File: src/rtl/lc3_mem_pkg.sv
// ============================================================================
// Module      : lc3_mem_pkg
// Description : Shared definitions for the LC-3 memory subsystem: port-ID
//               encoding and default data/address widths.
// Revision    : 1.0 - initial release
// ============================================================================
`default_nettype none

package lc3_mem_pkg;

  // Identity of the arbiter port that owns a memory access.
  typedef enum logic {
    PORT_A = 1'b0,
    PORT_B = 1'b1
  } port_id_e;

  localparam int WORD_SIZE_DEF    = 16;
  localparam int ADDRESS_SIZE_DEF = 16;

endpackage : lc3_mem_pkg

`default_nettype wire

File: src/rtl/mem_arbiter.sv
// ============================================================================
// Module      : mem_arbiter
// Description : Two-port single-RAM arbiter. Port A (CPU) and port B
//               (loader/debug) share one synchronous RAM. Round-robin between
//               the ports, with a bounded sticky-priority mode for B bursts.
//               Read data returns one cycle after grant, tagged by rvalid.
// Revision    : 1.0 - initial release
// ============================================================================
`default_nettype none

module mem_arbiter
  import lc3_mem_pkg::*;
#(
  parameter int WORD_SIZE    = WORD_SIZE_DEF,
  parameter int ADDRESS_SIZE = ADDRESS_SIZE_DEF,
  parameter int LOCK_MAX     = 16
) (
  input  logic                    clock,
  input  logic                    reset,
  // Port A (CPU)
  input  logic                    a_req,
  input  logic                    a_write,
  input  logic [ADDRESS_SIZE-1:0] a_address,
  input  logic [WORD_SIZE-1:0]    a_in_data,
  output logic                    a_gnt,
  output logic                    a_rvalid,
  // Port B (loader/debug)
  input  logic                    b_req,
  input  logic                    b_write,
  input  logic [ADDRESS_SIZE-1:0] b_address,
  input  logic [WORD_SIZE-1:0]    b_in_data,
  input  logic                    b_lock,
  output logic                    b_gnt,
  output logic                    b_rvalid,
  // Shared read data
  output logic [WORD_SIZE-1:0]    out_data,
  // RAM side
  output logic                    mem_read,
  output logic                    mem_write,
  output logic [ADDRESS_SIZE-1:0] mem_address,
  output logic [WORD_SIZE-1:0]    mem_in_data,
  input  logic [WORD_SIZE-1:0]    mem_out_data
);

  localparam int          CNT_W      = $clog2(LOCK_MAX + 1);
  localparam logic [CNT_W-1:0] c_LOCK_MAX = CNT_W'(LOCK_MAX);

  port_id_e         r_last;       // port granted most recently
  logic [CNT_W-1:0] r_lock_cnt;   // consecutive B grants while A waits
  logic             r_a_rvalid;
  logic             r_b_rvalid;

  logic             w_gnt_a;
  logic             w_gnt_b;
  logic             w_lock_full;
  logic             w_gnt_write;

  assign w_lock_full = (r_lock_cnt == c_LOCK_MAX);

  // Grant decision: single requester wins outright; contention is settled by
  // round-robin, except that a locked B keeps the bus until the lock budget
  // runs out, at which point A gets exactly one access.
  always_comb begin
    w_gnt_a = 1'b0;
    w_gnt_b = 1'b0;
    if (!reset) begin
      if (a_req && !b_req) begin
        w_gnt_a = 1'b1;
      end else if (b_req && !a_req) begin
        w_gnt_b = 1'b1;
      end else if (a_req && b_req) begin
        if (b_lock && (r_last == PORT_B)) begin
          if (w_lock_full) begin
            w_gnt_a = 1'b1;
          end else begin
            w_gnt_b = 1'b1;
          end
        end else if (r_last == PORT_B) begin
          w_gnt_a = 1'b1;
        end else begin
          w_gnt_b = 1'b1;
        end
      end
    end
  end

  assign a_gnt = w_gnt_a;
  assign b_gnt = w_gnt_b;

  // RAM strobes and operands follow the granted port in the grant cycle.
  always_comb begin
    w_gnt_write = 1'b0;
    mem_address = a_address;
    mem_in_data = a_in_data;
    if (w_gnt_b) begin
      w_gnt_write = b_write;
      mem_address = b_address;
      mem_in_data = b_in_data;
    end else if (w_gnt_a) begin
      w_gnt_write = a_write;
    end
  end

  assign mem_write = (w_gnt_a || w_gnt_b) &&  w_gnt_write;
  assign mem_read  = (w_gnt_a || w_gnt_b) && !w_gnt_write;

  // Track last owner and the lock budget; the budget only accrues while A is
  // actually being held off, and any A grant or dropped lock refills it.
  always_ff @(posedge clock) begin
    if (reset) begin
      r_last     <= PORT_B;
      r_lock_cnt <= '0;
    end else begin
      if (w_gnt_a) begin
        r_last <= PORT_A;
      end else if (w_gnt_b) begin
        r_last <= PORT_B;
      end

      if (w_gnt_a || !b_lock) begin
        r_lock_cnt <= '0;
      end else if (w_gnt_b && a_req && !w_lock_full) begin
        r_lock_cnt <= r_lock_cnt + 1'b1;
      end
    end
  end

  // Read-return pipeline: matches the RAM's one-cycle read latency.
  always_ff @(posedge clock) begin
    if (reset) begin
      r_a_rvalid <= 1'b0;
      r_b_rvalid <= 1'b0;
    end else begin
      r_a_rvalid <= w_gnt_a && !a_write;
      r_b_rvalid <= w_gnt_b && !b_write;
    end
  end

  // Masking with reset kills a return whose read was granted just before
  // reset was raised, so it never appears while or after reset is applied.
  assign a_rvalid = r_a_rvalid && !reset;
  assign b_rvalid = r_b_rvalid && !reset;
  assign out_data = mem_out_data;

endmodule : mem_arbiter

`default_nettype wire

File: config.mk
export PLATFORM = sky130hd
export DESIGN_NAME = mem_arbiter
export DESIGN_NICKNAME = d
export VERILOG_FILES = /design/src/rtl/lc3_mem_pkg.sv /design/src/rtl/mem_arbiter.sv
export SDC_FILE = /design/constraint.sdc
export NUM_CORES = 1
export LEC_CHECK = 0
export CAP_MARGIN = 20
export CELL_PAD_IN_SITES_DETAIL_PLACEMENT = 1
export CELL_PAD_IN_SITES_GLOBAL_PLACEMENT = 2
export CORE_MARGIN = 2
export CORE_UTILIZATION = 13
export DETAILED_ROUTE_END_ITERATION = 10
export HOLD_SLACK_MARGIN = 0.03
export PLACE_DENSITY_LB_ADDON = 0.1
export SLEW_MARGIN = 40
export SYNTH_ARGS = -nofsm -noshare
export SYNTH_HDL_FRONTEND = slang
export SYNTH_SLANG_ARGS = --single-unit
File: constraint.sdc
create_clock -name clock -period 5.4 [get_ports clock]
set_input_delay 1.08 -clock clock [delete_from_list [all_inputs] [get_ports clock]]
set_output_delay 1.08 -clock clock [all_outputs]
set_load 0.05 [all_outputs]
==> summary.md, run 1 <==
| Metric | Value |
|---|---|
| Outcome | finished, final reports clean |
| Period minus WS final | 4476 ps |
| Setup violations, final | 0 |
| Clk slew on worst S/H paths | 40 ps |
| Setup TNS Final | 0 ps |
| Least-Margin Pin Slew | 675.0 ps |
| Final Cycle Share | 82.90% |
| PnR Total Power | 368.0 µW |
| R2R depth | 8 |
| Top-Level Pins | 141 |
| Sequential share of the synthesized area | 14.08% |
| Critical Path Start Type | input pin |
| Die width | 97.54 µm |
| Port bufs | 108 |
| Vias | 1128 |
| Layout Skew | 5.515 ps |
| Number of max-cap violations | 0 |
| Cell Pwr Density | 172.2 nW/µm² |
| Peak Freq | 223.4 MHz |
| FFs w/ async S/R, synth | 0% |
| Crit Path Max Fanout | 20 |
| Core area | 8593 µm² |
| Post-cts hold buffer count | 0 |
| Final WL | 4.483 mm |
| Synth Net Count | 198 |
| Total gr overflow | 0 |
| CP Data Arrival Time | 3400 ps |
| Synth unique cells | 27 |
| RSZ-0062 raised after global routing | no |
| Critical Path End Type | output pin |
| Worst skew pair latency | 230 ps |
| FF+latch count, synth | 8 |
| Worst EP required | 4320 ps |
| # diodes | 0 |
| Wire per inst | 14.51 µm |
| Die Ht | 97.54 µm |
| Main synth FF type | dfxtp_1 |
| EDFF count, synth | 0 |
| Via density | 3.650 |
| Initial antenna violation count | 0 |
| Pre-CTS setup slack | 887.2 ps |
| Cell count after synthesis | 109 |
| Max Root-Sink Buffers | 2 |
| Number of global-route vias before repair | 1155 |
| Hold Crit Class | reg -> reg |
| Fin worst setup slack | 923.6 ps |
| GRT Total Usage | 8.921% |
| Post-DP HPWL | 3.890 mm |
| ANT nets after route | 0 |
| Number of synthesis warnings | 0 |
| Clock sink total | 8 |
| Hold Path Depth | 2 |
| Largest net degree at the start of global routing | 21 |
| Peak supply drop | 0.06164 mV |
| Row cnt | 34 |
| First-pass GRT wire length | 6.844 mm |
| Initial cell density of the core | 13.24% |
| CTS H-tree depth | 1 |
| LEAKAGE | 0.8781 nW |
| Post-Syn Area | 1137 µm² |
| Post-cts resize count | 0 |
| Syn avg cell area | 10.43 µm² |
| Total CTS buffers | 3 |
| Setup Buffers After CTS | 0 |
| Syn-to-layout area delta | 87.90% |
| Final net count | 292 |
| Share of layout cells above drive strength 1 | 34.33% |
| DR iter-0 viols | 13 |
| Final Hold Vio Count | 0 |
| CTS tree | built |
| Drt drc | 0 |
| Relative max-transition margin | 54.52% |
| Routability congestion estimate | 0.7395 |
| Commonest non-fill, non-tap cells in the layout | clkdlybuf4s50_1 (80), buf_4 (30), mux2_4 (28), nor2_1 (10), dfxtp_1 (8) |
| Clk root buf | clkbuf_8 |
| Drt pass-1 iters | 3 |
| CP Class | in -> out |
| Die footprint | 9513 µm² |
| Commonest non-fill, non-tap cell in the layout | clkdlybuf4s50_1 |
| Final Max Tran Viols | 0 |
==> path summary, 6_finish.rpt <==
check | start | to | slack, ps
setup reg to reg | r_lock_cnt[0]$_SDFFE_PP0P_ | r_b_rvalid$_SDFF_PP0_ | 3180
hold / removal | r_lock_cnt[4]$_SDFFE_PP0P_ | r_lock_cnt[4]$_SDFFE_PP0P_ | 540
hold reg to reg | r_lock_cnt[4]$_SDFFE_PP0P_ | r_lock_cnt[4]$_SDFFE_PP0P_ | 540
setup / recovery | b_req | mem_address[11] | 920
==> state kept, by name (all words and copies together), names as in the netlist <==
register	count
r_b_rvalid	1
r_a_rvalid	1
r_lock_cnt	5
r_last	1
==> layer usage <==
metal	global-route usage [%]	share of wire [%]	routed length (µm)	up-vias
li1	-	-	-	545
met1	12.31	47	2124	511
met2	13.53	43	1936	70
met3	2.734	8.9	398	2
met4	2.244	0.51	23	0
met5	0	0	0	-
==> cells in the mapped netlist, types with 2 or more instances <==
master | n | area share, %
mux2_4 | 28 | 37
xnor2_1 | 3 | 2.3
dfxtp_1 | 8 | 14
nor2b_1 | 3 | 1.7
a2bb2oi_1 | 2 | 1.5
buf_4 | 16 | 11
mux2_2 | 4 | 4.0
inv_1 | 7 | 2.3
nor3_1 | 4 | 1.8
nor2_1 | 10 | 3.3
nand3_1 | 2 | 0.88
buf_12 | 3 | 5.3
mux2i_1 | 2 | 1.8
o21ai_0 | 2 | 0.88
ha_1 | 2 | 2.2
buf_6 | 2 | 2.0
==> where the power goes <==
group | leakage [nW] | total, mW | switching (mW) | internal (mW)
sequential | 0.0650 | 0.0616 | 0.00105 | 0.0606
combinational | 0.792 | 0.235 | 0.123 | 0.112
clock | 0.0216 | 0.0714 | 0.0231 | 0.0483
total | 0.878 | 0.368 | 0.147 | 0.221
==> stage by stage <==
step / hold WS [ps] / instance area, µm² / cells / util, %
CTS: 540.2 / 2137 / 309 / 24.87
global route: 582.7 / 2137 / 309 / 24.87
floorplan: 485.7 / 1137 / 109 / -
global placement: 506.6 / 2096 / 306 / 24.39
finish: 537.1 / 2137 / 309 / 24.87
detailed placement: 526.8 / 2096 / 306 / 24.39
==> critical path, cell delays in order <==
cell	delay (ps)
clkdlybuf4s50_1	550
a21bo_2	250
o21ai_2	80
nor2b_4	250
buf_4	260
buf_4	390
mux2_4	340
buf_4	190
==> area by class of cell <==
type,instances,area (µm²)
flip-flops and latches,8,160.2
inverters,7,26.28
repair buffers,110,1026
multi-input cells,73,748.2
fillers,1004,6456
clock buffers,3,41.29
well taps,108,135.1
==> kinds of logic (layout without fill, tap and decap cells) <==
logic type	count (synthesis)	in the layout	synth area share (%)
and+or+nand+nor	25	25	12.43
xor gates and xnor gates	3	3	2.311
muxes	34	34	42.68
AOI/OAI and AO/OA	9	9	6.161
DFF	8	8	14.08
adders and majority gates	2	2	2.200
buffers and inverters	28	120	20.13
Note: power is estimated with default switching activity, not from simulation.
==> inputs of run 2 (changes only) <==
--- a/config.mk
+++ b/config.mk
@@ -9,7 +9,7 @@
 export CELL_PAD_IN_SITES_DETAIL_PLACEMENT = 1
 export CELL_PAD_IN_SITES_GLOBAL_PLACEMENT = 2
 export CORE_MARGIN = 2
-export CORE_UTILIZATION = 13
+export CORE_UTILIZATION = 12
 export DETAILED_ROUTE_END_ITERATION = 10
 export HOLD_SLACK_MARGIN = 0.03
 export PLACE_DENSITY_LB_ADDON = 0.1
==> constraint.sdc (replaced) <==
create_clock -name clock -period 4.6 [get_ports clock]
set_input_delay 0.92 -clock clock [delete_from_list [all_inputs] [get_ports clock]]
set_output_delay 0.92 -clock clock [all_outputs]
set_load 0.05 [all_outputs]
==> run 2 against run 1 <==
  * Via count rose by 2.1%
  * Sequential power rose by 17%
  * Clock power rose by 18%
  * Largest power group unchanged
==> summary.md, run 2 (same netlist as run 1, synthesis figures left out) <==
| Metric | Value |
|---|---|
| Largest net degree at the start of global routing | 25 |
| Drt drc | 0 |
| Worst skew pair latency | 230 ps |
| Die Ht | 101.4 µm |
| Routability congestion estimate | 0.7820 |
| Top-Level Pins | 141 |
| Total CTS buffers | 3 |
| Final Max Tran Viols | 0 |
| Setup TNS Final | 0 ps |
| Drt pass-1 iters | 3 |
| Period minus WS final | 3888 ps |
| Biggest register | r_lock_cnt |
| Final Non-Filler Cells | 312 |
| Setup Buffers After CTS | 0 |
| Share of layout cells above drive strength 1 | 36.82% |
| Worst-case hold path end point | r_lock_cnt[4]$_SDFFE_PP0P_ |
| Setup violations, final | 0 |
| Critical Path Start Type | input pin |
| Post-cts resize count | 0 |
| LEAKAGE | 1.015 nW |
| Post-route cell area | 2491 µm² |
| Placed cell areas | 2450 µm² |
| Clock sink total | 8 |
| Hold Crit Class | reg -> reg |
| Final Cycle Share | 84.52% |
| Peak supply drop | 0.08435 mV |
| Hold Path Depth | 2 |
| Final net count | 292 |
| CP Class | in -> out |
| R2r endpoint | r_b_rvalid$_SDFF_PP0_ |
| R2r setup slk | 2700 ps |
| CTS H-tree depth | 1 |
| Crit Path Max Fanout | 24 |
| Register area | 160.2 µm² |
| Wire per inst | 15.83 µm |
| Max Root-Sink Buffers | 2 |
| Outcome | finished, final reports clean |
| Initial antenna violation count | 0 |
| Hold path start | r_lock_cnt[4]$_SDFFE_PP0P_ |
| Post-cts hold buffer count | 0 |
| Critical Path End Type | output pin |
| Die width | 101.4 µm |
| ANT nets after route | 0 |
| Vias | 1152 |
| RR Startpoint | r_lock_cnt[0]$_SDFFE_PP0P_ |
| Post-DP HPWL | 4.303 mm |
| Total gr overflow | 0 |
| Row cnt | 35 |
| Least-Margin Pin Slew | 666.7 ps |
| RSZ-0062 raised after global routing | no |
| Die footprint | 10270 µm² |
| First-pass GRT wire length | 7.072 mm |
| Clk root buf | clkbuf_8 |
| # diodes | 0 |
| Via density | 3.692 |
| R2R depth | 7 |
| DR iter-0 viols | 18 |
| Commonest non-fill, non-tap cell in the layout | clkdlybuf4s50_1 |
| Area occupied by multi-input gates | 748.2 µm² |
| Number of max-cap violations | 0 |
| Number of global-route vias before repair | 1273 |
| Layout Skew | 3.810 ps |
| Layout fillers | 1019 |
| Clk slew on worst S/H paths | 40 ps |
| Peak Freq | 257.2 MHz |
| CTS tree | built |
| CP Data Arrival Time | 2970 ps |
| Relative max-transition margin | 55.08% |
| Cell Pwr Density | 201.3 nW/µm² |
| Syn-to-layout area delta | 119.0% |
| Worst Setup SP | b_req |
| Worst EP required | 3680 ps |
| Placed cells | 309 |
| Max FFs per register | 5 |
| Final core utilization | 27.09% |
| Core area | 9196 µm² |
| Final Hold Vio Count | 0 |
| Port bufs | 108 |
| Final WL | 4.939 mm |
| GRT Total Usage | 8.894% |
| Commonest non-fill, non-tap cells in the layout | clkdlybuf4s50_1 (75), buf_12 (29), mux2_4 (28), nor2_1 (10), dfxtp_1 (8) |
| Initial cell density of the core | 12.37% |
-- run 2: changes by cell type in the layout (fill, tap and decap cells not counted) --
cell,previous run,this run
clkdlybuf4s50_1,80,75
buf_4,30,6
buf_12,0,29
-- run 2: per-stage QoR --
step / power [mW] / hold slack, ps / setup slack [ps]
CTS: 0.5109 / 541.5 / 693.0
global route: 0.5253 / 576.4 / 609.5
floorplan: 0.2848 / 485.7 / 1626
finish: 0.5014 / 528.2 / 712.1
global placement: 0.4175 / 526.2 / 730.6
detailed placement: 0.4206 / 523.1 / 707.0
-- run 2: metal layers --
metal	global-route usage, %	vias to the layer above	routed length [µm]
li1	-	544	-
met1	10.98	530	2143
met2	15.49	74	2281
met3	2.622	4	498
met4	1.559	0	14
met5	0	-	0
-- run 2: how the worst max path moves through the flow --
stage | endpoint | slack (ps)
2_1_floorplan | mem_address[10] | 1630
3_3_place_gp | mem_in_data[15] | 730
3_5_place_dp | mem_address[14] | 710
4_1_cts | mem_address[14] | 690
5_1_grt | mem_address[15] | 610
6_report | mem_address[14] | 710
-- run 2: final cells by class --
class | instances | area share (%)
repair buffers | 110 | 55.25
multi-input cells | 73 | 30.04
flip-flops and latches | 8 | 6.429
well taps | 111 | 5.575
clock buffers | 3 | 1.657
inverters | 7 | 1.055
-- run 2: critical path, stage by stage --
cell and delay, ps:
clkdlybuf4s50_1 550, a21bo_2 250, o21ai_2 80, nor2b_4 170
buf_4 390, mux2_2 390, buf_4 190
-- run 2: power by group --
group	switching, mW	internal [mW]
registers	0.00117	0.0711
clock network	0.0278	0.0567
logic	0.159	0.185
